===== config.mk =====
export PLATFORM = sky130hd
export DESIGN_NAME = serial_add_ctrl
export DESIGN_NICKNAME = d
export VERILOG_FILES = /design/src/rtl/serial_add_pkg.sv /design/src/rtl/serial_add_ctrl_fa.sv /design/src/rtl/serial_add_ctrl.sv
export SDC_FILE = /design/constraint.sdc
export NUM_CORES = 1
export LEC_CHECK = 0
export ABC_AREA = 1
export CAP_MARGIN = 10
export CORE_MARGIN = 1
export CORE_UTILIZATION = 55
export CTS_BUF_LIST = sky130_fd_sc_hd__clkbuf_8
export CTS_CLUSTER_DIAMETER = 120
export DETAILED_ROUTE_END_ITERATION = 6
export HOLD_SLACK_MARGIN = 0.12
export PLACE_DENSITY = 0.88
export SYNTH_ARGS = -nofsm -noshare
export SYNTH_HDL_FRONTEND = slang
export SYNTH_HIERARCHICAL = 1
export SYNTH_SLANG_ARGS = --single-unit

===== constraint.sdc =====
create_clock -name clk -period 2.75 [get_ports clk]
set_input_delay 0.6875 -clock clk [delete_from_list [all_inputs] [get_ports clk]]
set_output_delay 0.6875 -clock clk [all_outputs]
set_load 0.03 [all_outputs]

===== src/rtl/serial_add_pkg.sv =====
// Shared definitions for the bit-serial adder controller: FSM state
// encoding and the default operand width.
package serial_add_pkg;

  localparam int DEFAULT_WIDTH = 8;

  typedef enum logic [1:0] {
    IDLE = 2'd0,
    RUN  = 2'd1,
    DONE = 2'd2
  } state_e;

endpackage


===== src/rtl/serial_add_ctrl_fa.sv =====
// One-bit full-adder cell, the only arithmetic element of the serial add path.
module serial_add_ctrl_fa (
  input  logic a,
  input  logic b,
  input  logic c_in,
  output logic sum,
  output logic carry
);

  // Plain combinational full adder: sum bit and carry out from three inputs.
  always_comb begin
    sum   = a ^ b ^ c_in;
    carry = (a & b) | (a & c_in) | (b & c_in);
  end

endmodule


===== src/rtl/serial_add_ctrl.sv =====
// Bit-serial adder controller: one full-adder cell is stepped across the
// operands LSB first, one bit per clock, with valid/ready on both sides.
module serial_add_ctrl
  import serial_add_pkg::*;
#(
  parameter int WIDTH = DEFAULT_WIDTH
) (
  input  logic             clk,
  input  logic             rst,
  input  logic             in_valid,
  output logic             in_ready,
  input  logic [WIDTH-1:0] op_a,
  input  logic [WIDTH-1:0] op_b,
  input  logic             cin,
  output logic             out_valid,
  input  logic             out_ready,
  output logic [WIDTH-1:0] sum,
  output logic             cout,
  output logic             ovf
);

  localparam int CNT_W = (WIDTH > 1) ? $clog2(WIDTH) : 1;
  localparam logic [CNT_W-1:0] LAST_BIT = CNT_W'(WIDTH - 1);

  state_e           state_q, state_d;
  logic [WIDTH-1:0] a_q, a_d;
  logic [WIDTH-1:0] b_q, b_d;
  logic [WIDTH-1:0] sum_q, sum_d;
  logic             carry_q, carry_d;
  logic             cout_q, cout_d;
  logic             ovf_q, ovf_d;
  logic [CNT_W-1:0] cnt_q, cnt_d;
  logic             cell_sum;
  logic             cell_carry;
  logic             accept;

  serial_add_ctrl_fa u_cell (
    .a     (a_q[0]),
    .b     (b_q[0]),
    .c_in  (carry_q),
    .sum   (cell_sum),
    .carry (cell_carry)
  );

  // Handshake decode; the unused encoding behaves like IDLE.
  always_comb begin
    in_ready  = 1'b0;
    out_valid = 1'b0;
    case (state_q)
      RUN: begin
      end
      DONE: begin
        out_valid = 1'b1;
        in_ready  = out_ready;
      end
      default: begin
        in_ready = 1'b1;
      end
    endcase
  end

  assign accept = in_valid & in_ready;

  // Next-state logic: accept operands, step the cell once per RUN cycle, hold results in DONE.
  always_comb begin
    state_d = state_q;
    a_d     = a_q;
    b_d     = b_q;
    sum_d   = sum_q;
    carry_d = carry_q;
    cnt_d   = cnt_q;
    cout_d  = cout_q;
    ovf_d   = ovf_q;
    if (accept) begin
      state_d = RUN;
      a_d     = op_a;
      b_d     = op_b;
      carry_d = cin;
      cnt_d   = '0;
    end else begin
      case (state_q)
        RUN: begin
          sum_d            = sum_q >> 1;
          sum_d[WIDTH-1]   = cell_sum;
          a_d              = a_q >> 1;
          b_d              = b_q >> 1;
          carry_d          = cell_carry;
          if (cnt_q == LAST_BIT) begin
            cout_d  = cell_carry;
            ovf_d   = carry_q ^ cell_carry;
            state_d = DONE;
          end else begin
            cnt_d = cnt_q + 1'b1;
          end
        end
        DONE: begin
          if (out_ready) begin
            state_d = IDLE;
          end
        end
        default: begin
          state_d = IDLE;
        end
      endcase
    end
  end

  // State and datapath registers with synchronous reset.
  always_ff @(posedge clk) begin
    if (rst) begin
      state_q <= IDLE;
      a_q     <= '0;
      b_q     <= '0;
      sum_q   <= '0;
      carry_q <= 1'b0;
      cnt_q   <= '0;
      cout_q  <= 1'b0;
      ovf_q   <= 1'b0;
    end else begin
      state_q <= state_d;
      a_q     <= a_d;
      b_q     <= b_d;
      sum_q   <= sum_d;
      carry_q <= carry_d;
      cnt_q   <= cnt_d;
      cout_q  <= cout_d;
      ovf_q   <= ovf_d;
    end
  end

  assign sum  = sum_q;
  assign cout = cout_q;
  assign ovf  = ovf_q;

endmodule

### After elaboration in Yosys (flattened, before gate mapping)

Cells that the tools add are included.

* mux-type cells: 12
* $add $sub $neg: 1
* eq/ne operators: 7
* reduce and logical (&&, ||, !) cells: 7
* bitwise operators: 11

Operators with widths (count)
* 8-bit two-way mux: 4
* 2-bit AND reduction: 4
* 3-bit != test, second input constant: 2
* 1-bit bitwise AND: 4
* 1-bit two-way mux: 4
* 2-bit two-way mux: 2
* 2-bit != test, second input constant: 2
* 2-bit one-hot mux with 2 select lines: 1
* 3-bit by 1-bit adder with 3-bit output, second input constant: 1
* 3-bit equality test, second input constant: 1
* 3-bit AND reduction: 1
* 1-bit XOR: 3
* 2-bit by 1-bit equality test with 1-bit output, second input constant: 1
* 2-bit equality test, second input constant: 1
* 1-bit inverter: 2
* 1-bit OR: 2
* 1-bit one-hot mux with 2 select lines: 1
* 2-bit nonzero test: 1
* 2-bit OR reduction: 1

* output and inout bits: 12
* bits of input ports: 21
* word-level logic and storage cells: 47
* register bits after elaboration: 32

### Longest topological paths before layout

Gate-level depths: netlist (run 1).

* word-level depth: 5
* depth in mapped cells: 8

### Cells and area by module

The synthesis (run 1) kept the hierarchy.

Modules (own cells, without submodules)
* serial_add_ctrl: instances 1, area each 1451.4 um^2, cells each 213
* serial_add_ctrl_fa: instances 1, area each 20.0 um^2, cells each 1

### Worst setup path before layout (run 1)

OpenSTA, ideal clock, no wires.

* path type: input to output
* start: input out_ready
* end: output in_ready
* slack: 0.763 ns
* buffers on the path: 0
* arrival time: 1.299 ns
* stages on the path: 2
* data required time: 2.062 ns
* cell sequence: inv_1 > a21oi_1

* longest elaborated chain between the ends: 1

RTL lines
* start: declaration: RTL line serial_add_ctrl.sv:16 `input logic out_ready,`
* 1-bit one-hot mux with 2 select lines: RTL line serial_add_ctrl.sv:49 `case (state_q)`
* end: declaration: RTL line serial_add_ctrl.sv:11 `output logic in_ready,`

No other way between the ends.

### Worst setup path after layout (run 1)

Ends and elaborated chain as after synthesis.

==> results.cfg, run 1 <==
[grt]
grt_pass1_vias = 1297
grt_first_pass_wirelength_um = 5350
grt_overflow = 0
antenna_found_initial = 0
grt_usage_pct = 26.2
grt_max_degree = 30

[floorplan]
rows = 18
fp.coreArea_mm2 = 0.00250
die_x_um = 53.7
die-area_mm2 = 0.00289
start_util_pct = 58.9
io_pins = 33
fp.dieH_um = 53.7

[clock_tree]
cts_max_level = 2
cts_hold_buf = 0
ctsResizeCount = 0
insertion_delay_ns = 0.29
clock_path_buffers = 2
post_cts_buffers = 0
cts.clk_slew.worst_paths_ns = 0.07
tritoncts = built
cts-buffers-inserted = 5
clock_sinks = 32
clockRootBuffer = clkbuf_8

[worst_setup_path]
cp_max_fo = 3
cp_slowest_stage_delay_ns = 0.46
cp-start-kind = primary input
path_buf_inv = 3
path_cells = clkdlybuf4s50_1 -> inv_1 -> a21oi_1 -> buf_4
critical_path_required_ns = 2.06
critPathCaptureType = output pin
worst_path_max_delay_cell = clkdlybuf4s50_1
arrival_ns = 1.73
cp_top_family = buffers and inverters
crit_type = primary input to output pin

[timing]
fin_tns_setup_ns = 0
finClkSkew_ns = 0.00497
rsz0062_at_grt = no
report.final.hold_viol_count = 0
slew_violations = 0
fin_crit_sh_pct = 87.9
fmax_mhz = 414
setup_violations = 0
timing.final.crit_period_ns = 2.42
tightestPinTransition_ns = 0.313
maxSlewHeadroom_pct = 79.1

[synthesis]
yosys.area.top_type = dfxtp_1
synth.yosys.seq_area_share_pct = 43.5
synth-edff-count = 0
postSynthAreaPerCell_um2 = 6.88
syn-instance-count = 214
synth_top_area_share_pct = 43.5
synth_common_cells = nor2_1, nand2_1, dfxtp_1
async_flop_share_pct = 0
synth_flop_cell = dfxtp_1
syn-cell-area_mm2 = 0.00147
syn-num-nets = 238
synthMostInstantiatedCell = nor2_1
ys_types = 20
synth.area.top_cells = dfxtp_1, nor2_1, nand2_1
ys_warn_count = 6
ys_ff_latch = 32

[layout]
area_delta_synth_final_pct = 29.1
drive_gt1_share_pct = 8.47
fin_util_pct = 76.0
nets = 271
diodes = 0

[placement]
dp_hpwl_um = 2090
port_buffers = 32
gp_congestion = 0.778

[route]
drtIter0Drc = 32
wl_per_cell_um = 11.4
viasPerCell = 5.19
wl_um = 3160
via_count = 1443
drc = 0
drt_first_pass_iters = 4
antenna_left = 0

[power]
p_leak_nw = 0.820
cellPowerDensity_mw_per_mm2 = 575
ir_drop_mv = 0.538

[run]
drv_cap = 0

[worst_hold_path]
hold_path_class = flop to flop

[run_status]
status = complete, no violations
==> routing by layer <==
| metal | track usage [%] | wire, µm |
|---|---|---|
| met1 | 30.0 | 1510 |
| met2 | 44.7 | 1480 |
| met3 | 9.32 | 140 |
| met4 | 9.21 | 34 |
| met5 | 0 | 0 |
==> area by class of cell <==
type,instances,area [µm²]
Tap cell,30,37.5
Inverter,20,75.1
Clock buffer,6,82.6
Multi-Input combinational cell,151,698
Clock inverter,2,10.0
Sequential cell,32,641
Fill cell,193,601
Timing Repair Buffer,37,355
==> flip-flops by register name (all words and copies together) (netlist names) <==
| register | flops |
|---|---|
| a_q | 8 |
| ovf | 1 |
| carry_q | 1 |
| state_q | 2 |
| b_q | 8 |
| sum | 8 |
| cnt_q | 3 |
| cout | 1 |
==> worst min-delay path: cells and delay by family (launching register included) <==
kind	cells	cell delay [ns]
flip-flops	1	0.31
AND/OR/NAND/NOR	1	0.06
AO/OA/AOI/OAI	1	0.05
==> kinds of logic after synthesis <==
logic type	count (synthesis)	synth area share, %
compound gates	18	6.12
simple gates	129	37.7
flops	32	43.5
fa+ha+maj	3	3.06
buf+inv	31	9.01
xor+xnor	1	0.595
==> where the power goes <==
group,internal [mW],leakage [nW],switching (mW)
combinational,0.0871,0.507,0.115
clock,0.199,0.0510,0.178
sequential,0.494,0.262,0.0182
total,0.781,0.820,0.311
==> worst paths after layout <==
path | start | end | slack (ns) | cells past startpoint
hold / removal | cout$_SDFFE_PP0P_ | cout$_SDFFE_PP0P_ | 0.47 | 2
setup / recovery | out_ready | in_ready | 0.33 | 4
hold reg to reg | cout$_SDFFE_PP0P_ | cout$_SDFFE_PP0P_ | 0.47 | 2
setup reg to reg | state_q[1]$_SDFFE_PP0P_ | b_q[5]$_SDFFE_PP0P_ | 1.19 | 8
==> cell usage in the layout, fill, tap and decap left out, drive strengths merged <==
| cell | n |
|---|---|
| fa | 1 |
| dfxtp | 32 |
| inv | 20 |
| ha | 2 |
| clkbuf | 6 |
| or2 | 2 |
| buf | 6 |
| clkdlybuf4s50 | 31 |
| nor2 | 63 |
| nand3 | 8 |
| nand4 | 15 |
| a21oi | 10 |
| xor2 | 1 |
| clkinv | 2 |
| o21ai | 8 |
| nand2 | 41 |
==> metrics by stage <==
stage	cells	setup slack, ns	power (mW)	hold slack (ns)	instance area (µm²)
floorplan	214	0.763	0.650	0.443	1470
global placement	270	0.355	0.718	0.454	1810
detailed placement	270	0.347	0.723	0.456	1810
CTS	278	0.344	1.09	0.464	1900
global route	278	0.315	1.14	0.487	1900
finish	278	0.334	1.09	0.465	1900
No activity file was read; power rests on OpenSTA's default activity.
==> run 2, diff against run 1 <==
GPL_TIMING_DRIVEN = 0   (was not set)
==> run 2 against run 1 <==
Compared with the run above:
- global-route usage is 1.3 points higher
- flip-flop and latch count stayed put
- via count is 0.62% lower
- critical path type unchanged
==> results.cfg, run 2 (synthesis gave the netlist of run 1 again) <==
[floorplan]
die_x_um = 53.7
start_util_pct = 58.9
die-area_mm2 = 0.00289
rows = 18
fp.dieH_um = 53.7
io_pins = 33
fp.coreArea_mm2 = 0.00250

[layout]
final_common_cell = nor2_1
layout_common_cells = nor2_1, nand2_1, dfxtp_1, clkdlybuf4s50_1, inv_1
area_delta_synth_final_pct = 29.7
final_cells = 283
fin_util_pct = 76.3
drive_gt1_share_pct = 8.30
finalInstanceArea_mm2 = 0.00191
diodes = 0
fillers = 212
nets = 276

[grt]
grt_usage_pct = 27.5
grt_max_degree = 11
grt_first_pass_wirelength_um = 5580
grt_pass1_vias = 1334
grt_overflow = 0
antenna_found_initial = 0

[clock_tree]
clockRootBuffer = clkbuf_8
clock_path_buffers = 2
cts.clk_slew.worst_paths_ns = 0.06
cts-buffers-inserted = 5
cts_max_level = 2
post_cts_buffers = 0
insertion_delay_ns = 0.29
tritoncts = built
clock_sinks = 32

[route]
wl_per_cell_um = 11.4
drt_first_pass_iters = 6
antenna_left = 0
drc = 0
drtIter0Drc = 25
viasPerCell = 5.07
wl_um = 3230
via_count = 1434

[timing]
slew_violations = 0
maxSlewHeadroom_pct = 67.9
fmax_mhz = 384
setup_violations = 0
report.final.hold_viol_count = 0
tightestPinTransition_ns = 0.481
setup_ws_ns = 0.144
finClkSkew_ns = 0.00255
timing.final.crit_period_ns = 2.61
rsz0062_at_grt = no
fin_crit_sh_pct = 94.8

[worst_setup_path]
arrival_ns = 1.92
cp-start-kind = primary input
critPathCaptureType = output pin
cp_max_fo = 3
crit_type = primary input to output pin
critical_path_required_ns = 2.06

[placement]
port_buffers = 31
dp_hpwl_um = 2340
postPlaceCellArea_mm2 = 0.00182
pre_cts_slack_ns = -0.132
gp_congestion = 0.764
placed_cells = 275

[run]
drv_cap = 0

[power]
ir_drop_mv = 0.519
finalPower_mw = 1.09
p_leak_nw = 0.830
cellPowerDensity_mw_per_mm2 = 569

[run_status]
status = complete, no violations

[worst_hold_path]
hold_path_class = flop to flop
run 2: cell types whose count changed in the layout (fill, tap and decap cells not counted), sizes merged:
cell | before | now
dlygate4sd2 | 0 | 1
clkbuf | 6 | 8
clkdlybuf4s50 | 31 | 30
buf | 6 | 9
clkinv | 2 | 0
inv | 20 | 22
run 2: final timing paths:
| path | slack (ns) | to | cells after the start | start |
|---|---|---|---|---|
| max | 0.14 | in_ready | 4 | out_ready |
| min | 0.46 | cout$_SDFFE_PP0P_ | 2 | cout$_SDFFE_PP0P_ |
| max reg2reg | 1.27 | a_q[5]$_SDFFE_PP0P_ | 8 | state_q[0]$_SDFFE_PP0P_ |
| min reg2reg | 0.46 | cout$_SDFFE_PP0P_ | 2 | cout$_SDFFE_PP0P_ |
run 2: layer usage:
layer  global-route usage (%)  part of all wire, %
met1                     30.8                   47
met2                     47.7                   47
met3                     9.60                  4.8
met4                     9.65                  1.5
met5                        0                    0
run 2: layout make-up:
cell class              instances  area [µm²]  area share, %
multi-input cells             151         698           36.6
flip-flops and latches         32         641           33.6
repair buffers                 31         309           16.2
clock buffers                   6        82.6           4.33
inverters                      20        75.1           3.93
plain buffers                  11        57.6           3.02
well taps                      30        37.5           1.97
clock inverters                 2        7.51          0.393
run 2: power breakdown:
group | switching (mW) | internal [mW] | total, mW
combinational | 0.115 | 0.0890 | 0.204
clock | 0.172 | 0.196 | 0.368
sequential | 0.0191 | 0.494 | 0.514
run 2: what timing repair did:
item                                   4_1_cts  5_1_grt
gates resized for setup                      1        0
endpoints found under the hold margin        0        0
hold buffers                                 0        0
setup endpoints to repair                    1        0
run 2: per-stage QoR:
| step | setup TNS [ns] | hold WS [ns] |
|---|---|---|
| finish | 0 | 0.465 |
| global route | 0 | 0.489 |
| CTS | 0 | 0.469 |
| detailed placement | -0.132 | 0.461 |
| global placement | -0.161 | 0.453 |
| floorplan | 0 | 0.443 |
run 2: worst max-delay path, cell delays in order:
cell and delay (ns):
clkdlybuf4s50_1 0.47, inv_1 0.07, a21oi_1 0.26, dlygate4sd2_1 0.44
